### src/rtl/var_cmd_sequencer.sv
// var_cmd_sequencer
//   Host-side initiator for the variable register selector. Pops 32-bit command
//   words from a first-word-fall-through command FIFO and turns them into write
//   strobes or readback cycles on the selector bus. Readback words are pushed
//   into the response FIFO.
//
//   Header word: [31:28] op (1=WRITE, 2=READ, 0=NOP), [15:8] cnt (N=cnt+1),
//   [7:0] base. Word i of a burst targets (base+i) mod 256.
//
// Ports
//   clk, rst          clock, asynchronous active-high reset
//   cmd_data/valid    command FIFO head word (FWFT) and its valid flag
//   cmd_ready         pop strobe, word consumed when cmd_valid & cmd_ready
//   var_wr_en         selector write enable, high only while strobing
//   var_address       selector address, bits [31:8] always 0
//   var_value_out     selector write data
//   var_value_in      selector read data (combinational from the selector)
//   rsp_data/valid    response word, held until rsp_ready
//   rsp_ready         response FIFO not full
//   busy              high whenever the sequencer is not idle
//   err_count         saturating count of illegal addresses and bad opcodes
//
// Configuration
//   VAR_CMD_WRITE_ACK_EN  when defined, every WRITE burst ends by pushing one
//                         ack word {4'hA, 4'h0, errors, cnt, last addr}.

`timescale 1ns/1ps

module var_cmd_sequencer #(
  parameter int unsigned MAX_ADDR    = 46,
  parameter int unsigned WR_PULSE    = 2,
  parameter int unsigned READ_SETTLE = 1
) (
  input  logic        clk,
  input  logic        rst,
  input  logic [31:0] cmd_data,
  input  logic        cmd_valid,
  output logic        cmd_ready,
  output logic        var_wr_en,
  output logic [31:0] var_address,
  output logic [31:0] var_value_out,
  input  logic [31:0] var_value_in,
  output logic [31:0] rsp_data,
  output logic        rsp_valid,
  input  logic        rsp_ready,
  output logic        busy,
  output logic [15:0] err_count
);

  localparam int unsigned CNT_W = 16;
  localparam logic [3:0]  OP_NOP   = 4'h0;
  localparam logic [3:0]  OP_WRITE = 4'h1;
  localparam logic [3:0]  OP_READ  = 4'h2;

  typedef enum logic [3:0] {
    S_IDLE,
    S_HDR,
    S_WR_DATA,
    S_WR_SETUP,
    S_WR_STROBE,
    S_WR_HOLD,
    S_RD_SETUP,
    S_RD_WAIT,
    S_RD_PUSH
  } state_t;

  state_t             r_state;
  logic               r_cmd_ready;
  logic               r_var_wr_en;
  logic [7:0]         r_var_address;
  logic [31:0]        r_var_value_out;
  logic [31:0]        r_rsp_data;
  logic               r_rsp_valid;
  logic               r_busy;
  logic [15:0]        r_err_count;
  logic [3:0]         r_op;
  logic [7:0]         r_cnt;
  logic [7:0]         r_addr;     // address of the word currently being sequenced
  logic [7:0]         r_left;     // words remaining after the current one
  logic [CNT_W-1:0]   r_pulse;
  logic [CNT_W-1:0]   r_settle;
`ifdef VAR_CMD_WRITE_ACK_EN
  logic [7:0]         r_cmd_err;  // errors seen within the current WRITE burst
`endif

  logic               w_cmd_pop;
  logic               w_addr_ok;
  logic               w_unused;

  assign w_cmd_pop = cmd_valid & r_cmd_ready;
  assign w_addr_ok = (32'(r_addr) <= MAX_ADDR);
  // Header bits [27:16] carry no meaning for this block.
  assign w_unused  = ^cmd_data[27:16];

  assign cmd_ready     = r_cmd_ready;
  assign var_wr_en     = r_var_wr_en;
  assign var_address   = {24'h0, r_var_address};
  assign var_value_out = r_var_value_out;
  assign rsp_data      = r_rsp_data;
  assign rsp_valid     = r_rsp_valid;
  assign busy          = r_busy;
  assign err_count     = r_err_count;

  function automatic logic [15:0] sat_inc16(input logic [15:0] v);
    return (v == 16'hFFFF) ? v : v + 16'd1;
  endfunction

`ifdef VAR_CMD_WRITE_ACK_EN
  function automatic logic [7:0] sat_inc8(input logic [7:0] v);
    return (v == 8'hFF) ? v : v + 8'd1;
  endfunction
`endif

  // Command sequencer: one registered FSM driving every output.
  always_ff @(posedge clk or posedge rst) begin
    if (rst) begin
      r_state         <= S_IDLE;
      r_cmd_ready     <= 1'b0;
      r_var_wr_en     <= 1'b0;
      r_var_address   <= 8'h00;
      r_var_value_out <= 32'h0;
      r_rsp_data      <= 32'h0;
      r_rsp_valid     <= 1'b0;
      r_busy          <= 1'b0;
      r_err_count     <= 16'h0;
      r_op            <= 4'h0;
      r_cnt           <= 8'h00;
      r_addr          <= 8'h00;
      r_left          <= 8'h00;
      r_pulse         <= '0;
      r_settle        <= '0;
`ifdef VAR_CMD_WRITE_ACK_EN
      r_cmd_err       <= 8'h00;
`endif
    end else begin
      case (r_state)
        S_IDLE: begin
          // cmd_ready comes up one cycle after reset, then stays high while idle.
          r_cmd_ready <= 1'b1;
          if (w_cmd_pop) begin
            r_op        <= cmd_data[31:28];
            r_cnt       <= cmd_data[15:8];
            r_addr      <= cmd_data[7:0];
            r_cmd_ready <= 1'b0;
            r_busy      <= 1'b1;
            r_state     <= S_HDR;
          end
        end

        S_HDR: begin
          r_left <= r_cnt;
`ifdef VAR_CMD_WRITE_ACK_EN
          r_cmd_err <= 8'h00;
`endif
          case (r_op)
            OP_WRITE: begin
              r_cmd_ready <= 1'b1;
              r_state     <= S_WR_DATA;
            end
            OP_READ: begin
              r_var_address <= r_addr;
              r_state       <= S_RD_SETUP;
            end
            OP_NOP: begin
              r_cmd_ready <= 1'b1;
              r_busy      <= 1'b0;
              r_state     <= S_IDLE;
            end
            default: begin
              r_err_count <= sat_inc16(r_err_count);
              r_cmd_ready <= 1'b1;
              r_busy      <= 1'b0;
              r_state     <= S_IDLE;
            end
          endcase
        end

        S_WR_DATA: begin
          if (w_cmd_pop) begin
            r_cmd_ready     <= 1'b0;
            r_var_address   <= r_addr;
            r_var_value_out <= cmd_data;
            if (w_addr_ok) begin
              r_state <= S_WR_SETUP;
            end else begin
              // Illegal address: word is consumed but skips the strobe.
              r_err_count <= sat_inc16(r_err_count);
`ifdef VAR_CMD_WRITE_ACK_EN
              r_cmd_err   <= sat_inc8(r_cmd_err);
`endif
              r_state     <= S_WR_HOLD;
            end
          end
        end

        S_WR_SETUP: begin
          r_var_wr_en <= 1'b1;
          r_pulse     <= '0;
          r_state     <= S_WR_STROBE;
        end

        S_WR_STROBE: begin
          if (r_pulse == CNT_W'(WR_PULSE - 1)) begin
            r_var_wr_en <= 1'b0;
            r_state     <= S_WR_HOLD;
          end else begin
            r_pulse <= r_pulse + CNT_W'(1);
          end
        end

        S_WR_HOLD: begin
          if (r_left == 8'h00) begin
`ifdef VAR_CMD_WRITE_ACK_EN
            // Ack goes out through the same handshake state as readback data.
            r_rsp_data  <= {4'hA, 4'h0, r_cmd_err, r_cnt, r_addr};
            r_rsp_valid <= 1'b1;
            r_state     <= S_RD_PUSH;
`else
            r_cmd_ready <= 1'b1;
            r_busy      <= 1'b0;
            r_state     <= S_IDLE;
`endif
          end else begin
            r_left      <= r_left - 8'd1;
            r_addr      <= r_addr + 8'd1;
            r_cmd_ready <= 1'b1;
            r_state     <= S_WR_DATA;
          end
        end

        S_RD_SETUP: begin
          r_settle <= '0;
          r_state  <= S_RD_WAIT;
        end

        S_RD_WAIT: begin
          if (r_settle == CNT_W'(READ_SETTLE - 1)) begin
            r_rsp_valid <= 1'b1;
            if (w_addr_ok) begin
              r_rsp_data <= var_value_in;
            end else begin
              r_rsp_data  <= {16'hDEAD, 8'h00, r_addr};
              r_err_count <= sat_inc16(r_err_count);
            end
            r_state <= S_RD_PUSH;
          end else begin
            r_settle <= r_settle + CNT_W'(1);
          end
        end

        S_RD_PUSH: begin
          if (rsp_ready) begin
            r_rsp_valid <= 1'b0;
            if (r_left == 8'h00) begin
              r_cmd_ready <= 1'b1;
              r_busy      <= 1'b0;
              r_state     <= S_IDLE;
            end else begin
              r_left        <= r_left - 8'd1;
              r_addr        <= r_addr + 8'd1;
              r_var_address <= r_addr + 8'd1;
              r_state       <= S_RD_SETUP;
            end
          end
        end

        default: begin
          r_var_wr_en <= 1'b0;
          r_rsp_valid <= 1'b0;
          r_cmd_ready <= 1'b1;
          r_busy      <= 1'b0;
          r_state     <= S_IDLE;
        end
      endcase
    end
  end

endmodule

### config.mk
export PLATFORM = sky130hd
export DESIGN_NAME = var_cmd_sequencer
export DESIGN_NICKNAME = d
export VERILOG_FILES = /design/src/rtl/var_cmd_sequencer.sv
export SDC_FILE = /design/constraint.sdc
export NUM_CORES = 1
export LEC_CHECK = 0
export ABC_AREA = 1
export BUFFER_PORTS_ARGS = -buffer_cell sky130_fd_sc_hd__buf_2
export CORE_MARGIN = 1
export CORE_UTILIZATION = 26
export DETAILED_ROUTE_END_ITERATION = 7
export SLEW_MARGIN = 10
export SYNTH_ARGS = -nofsm -noshare
export SYNTH_HDL_FRONTEND = slang
export SYNTH_SLANG_ARGS = --single-unit
### constraint.sdc
create_clock -name clk -period 6.2 [get_ports clk]
set_input_delay 1.24 -clock clk [delete_from_list [all_inputs] [get_ports clk]]
set_output_delay 1.24 -clock clk [all_outputs]
set_load 0.005 [all_outputs]
==> key figures <==
Status
  – Status: finished clean

Min path
  – Worst Hold Class: flop to flop
  – HP Start: var_wr_en
  – Worst hold path depth: 2
  – Hold EP: var_wr_en

Die
  – I/O Pins: approximately 180
  – Die span in x: roughly 180 µm
  – Core region area: 0.0309 mm²
  – Core Rows: 64
  – DIE AREA: approximately 0.033 mm²
  – Die Height: 180 µm
  – Starting Density: 26.8%

Final layout
  – Layout cells sized above 1: 19.0%
  – Post-Route Utilization: roughly a third
  – Fin cells: around 1600
  – Multi-input gate area: between 0.003 and 0.004 mm²
  – Most common cell after layout, fill and taps aside: nand2_1
  – Storage element area: 0.00390 mm²
  – Fill cells: 3320
  – Area Growth Syn to Fin: 20.2%
  – Post-route cell area: 0.00994 mm²
  – Most frequent cells in the layout: nand2_1 (388), buf_2 (159), dfrtp_1 (156)
  – Final Net Count: roughly 1300

Routing
  – Vias per cell: 4.42
  – Total number of vias: 7237
  – # DRC: 0
  – Wirelength per Cell: 13.0 µm
  – Post-Route WL: 21.3 mm
  – First-pass detailed-route iteration total: 6
  – Post-route ant nets: 0
  – Drt initial violations: 436

Global routing
  – Vias in the first global route: 7125
  – First-pass GRT wire length: 36.1 mm
  – GR Util All Layers: 13.6%
  – Initial antenna violation count: 1
  – Largest net degree at the start of global routing: 110
  – Gr ovfl total: 0

STA
  – Slew Limit Fails: 0
  – Setup violations, final: 0
  – Min Tclk post-route: roughly 2.7 ns
  – Sum Neg Setup Slack: 0 ns
  – Slew @ Worst Pin: 0.999 ns
  – RSZ-0062 raised after global routing: false
  – Clk_skew: approximately 0.018 ns
  – Peak Freq: 0.364 GHz
  – Hold Violations, Final: 0
  – Fin crit share: ~44%
  – Rel. slew slack: 33.4%

Worst setup path
  – Worst R2R Start: r_settle[0]
  – Reg2reg setup slack: 3.45 ns
  – Setup Crit Path Kind: flop to flop
  – Cells on worst reg2reg path: 10
  – Crit. End Element: flop
  – WP data arrival: 3.08 ns
  – Most frequent CP cell: nand2_1
  – Required time at the worst-slack endpoint: approximately 6.5 ns
  – Critical path, cell by cell: inv_1 -> ha_1 -> nand3_1 -> nor2_1 -> nand2_1 -> nor2_4 -> inv_2 -> nand2_2 -> nand2_1 -> o21ai_0
  – CP Launch Type: flop
  – CP Max Fanout: 33
  – Slowest-stage cell, CP: nor2_4
  – Reg2reg end: r_settle[10]
  – CP peak stage delay: 0.60 ns

Yosys
  – Syn Area/Cell: between 7 and 8 µm²
  – Post-Syn Instances: 1079
  – Seq/Total Area, Yosys: 47.2%
  – Post-synth cell types: 37
  – Count of state elements after synthesis: 156
  – Synthesized cell area: approximately 0.0083 mm²
  – Synth warnings: 0

Clocking
  – Clock Path Buffers: 2
  – H-tree Lvls: 4
  – Clock-pin slew on the worst setup and hold paths: approximately 0.070 ns
  – Post-cts hold buffer count: 0
  – CTS tree: built
  – Post-CTS Setup Inserts: 0
  – Clock buffer count from CTS: 17
  – Worst-skew pair later-pin latency: 0.44 ns
  – CTS sink count: 156
  – CTS root buf: clkbuf_16
  – Post_cts resized: 0

Job
  – Max-cap viol count: 0

Placed design
  – GPL Wtd Cong: 0.847
  – Post-DP HPWL: 15.4 mm
  – I/O Buffers: roughly 160
  – Dpl cell area: 0.00932 mm²
  – Placed insts: 1603

Power
  – Pwr Total: 4060 µW
  – Static leakage: 0.00520 µW
  – Internal: 2410 µW
  – Clk pwr share: a little over a quarter
  – Net Sw Power: 1650 µW
  – Logic pwr share: 35.3%
  – Switching share of power: around two fifths
  – Power Dens Cells: between 400 and 500 mW/mm²
  – Seq pwr share: 38.4%
  – VDD IR-drop max: about 190 µV
==> cells in the mapped netlist (all sizes together) <==
cell type	count	area [µm²]
nand2	399	1530
dfrtp	156	3900
o21ai	105	529
nand3	92	473
inv	90	340
nor2	85	350
buf	42	290
xor2	19	166
mux2	15	169
nand4	15	93.8
clkbuf	13	50.0
nor3	11	55.1
xnor2	10	87.6
ha	9	113
a21oi	3	15.0
a31o	3	26.3
o21bai	3	22.5
o22ai	3	18.8
nand3b	2	15.0
clkinv	1	3.75
conb	1	3.75
mux2i	1	10.0
nor3b	1	7.51
==> worst max-delay path by stage <==
stage,startpoint,to,depth (start not counted)
4_1_cts,r_settle[0],r_settle[10],10
3_3_place_gp,rst,var_value_out[25],3
2_1_floorplan,rst,busy,1
6_report,r_settle[0],r_settle[10],10
3_5_place_dp,rst,var_value_out[25],3
5_1_grt,r_settle[0],r_settle[7],10
==> area by class of cell <==
type | instances | share of cell area [%]
Inverter | 91 | 3.51
Timing Repair Buffer | 160 | 8.08
Tap cell | 396 | 4.98
Clock inverter | 15 | 1.93
Sequential cell | 156 | 39.3
Multi-Input combinational cell | 800 | 37.9
Clock buffer | 17 | 4.28
Antenna cell | 1 | 0.0252
==> power groups by stage <==
stage	Clock [µW]	Combinational, µW	Sequential, µW
detailed placement	0	1460	1580
floorplan	0	969	1550
finish	1070	1430	1560
CTS	1100	1460	1560
global route	1140	1670	1610
global placement	0	1440	1570
==> through the flow <==
stage,hold slack (ns),worst slack [ns]
2_1_floorplan,0.443,0.753
3_3_place_gp,0.456,3.36
3_5_place_dp,0.463,3.36
4_1_cts,0.480,3.43
5_1_grt,0.505,3.16
6_report,0.473,3.45
==> cells by family (layout without fill, tap and decap cells) <==
group	count (synthesis)	after routing	synth area share, %
mux	16	16	2.16
simple gates	605	605	30.5
compound gates	117	117	7.40
fa+ha+maj	9	9	1.36
other cells	1	25	0.0453
flops	156	156	47.2
buf+inv	146	283	8.27
xor+xnor	29	29	3.07
==> per-layer routing <==
layer	track usage [%]	vias up	share of wire, %
li1	-	3695	-
met4	4.24	0	1.5
met3	2.95	20	5.0
met5	0	-	0
met1	17.9	3341	47
met2	22.3	181	46
==> worst max-delay path: cells and delay by family (launching register included) <==
family	cells	cell delay, ns
flops	1	0.43
fa+ha+maj	1	0.14
compound gates	1	0.10
buf+inv	2	0.58
simple gates	6	1.38
==> flip-flops by register name, summed over array words and instances (netlist names) <==
name           flops
cmd_ready          1
r_cnt              8
var_value_out     32
rsp_valid          1
r_left             8
err_count         16
r_var_address      8
r_settle          16
rsp_data          32
r_state            4
var_wr_en          1
busy               1
r_op               4
r_pulse           16
r_addr             8
Power figures use the tool's default switching activity.
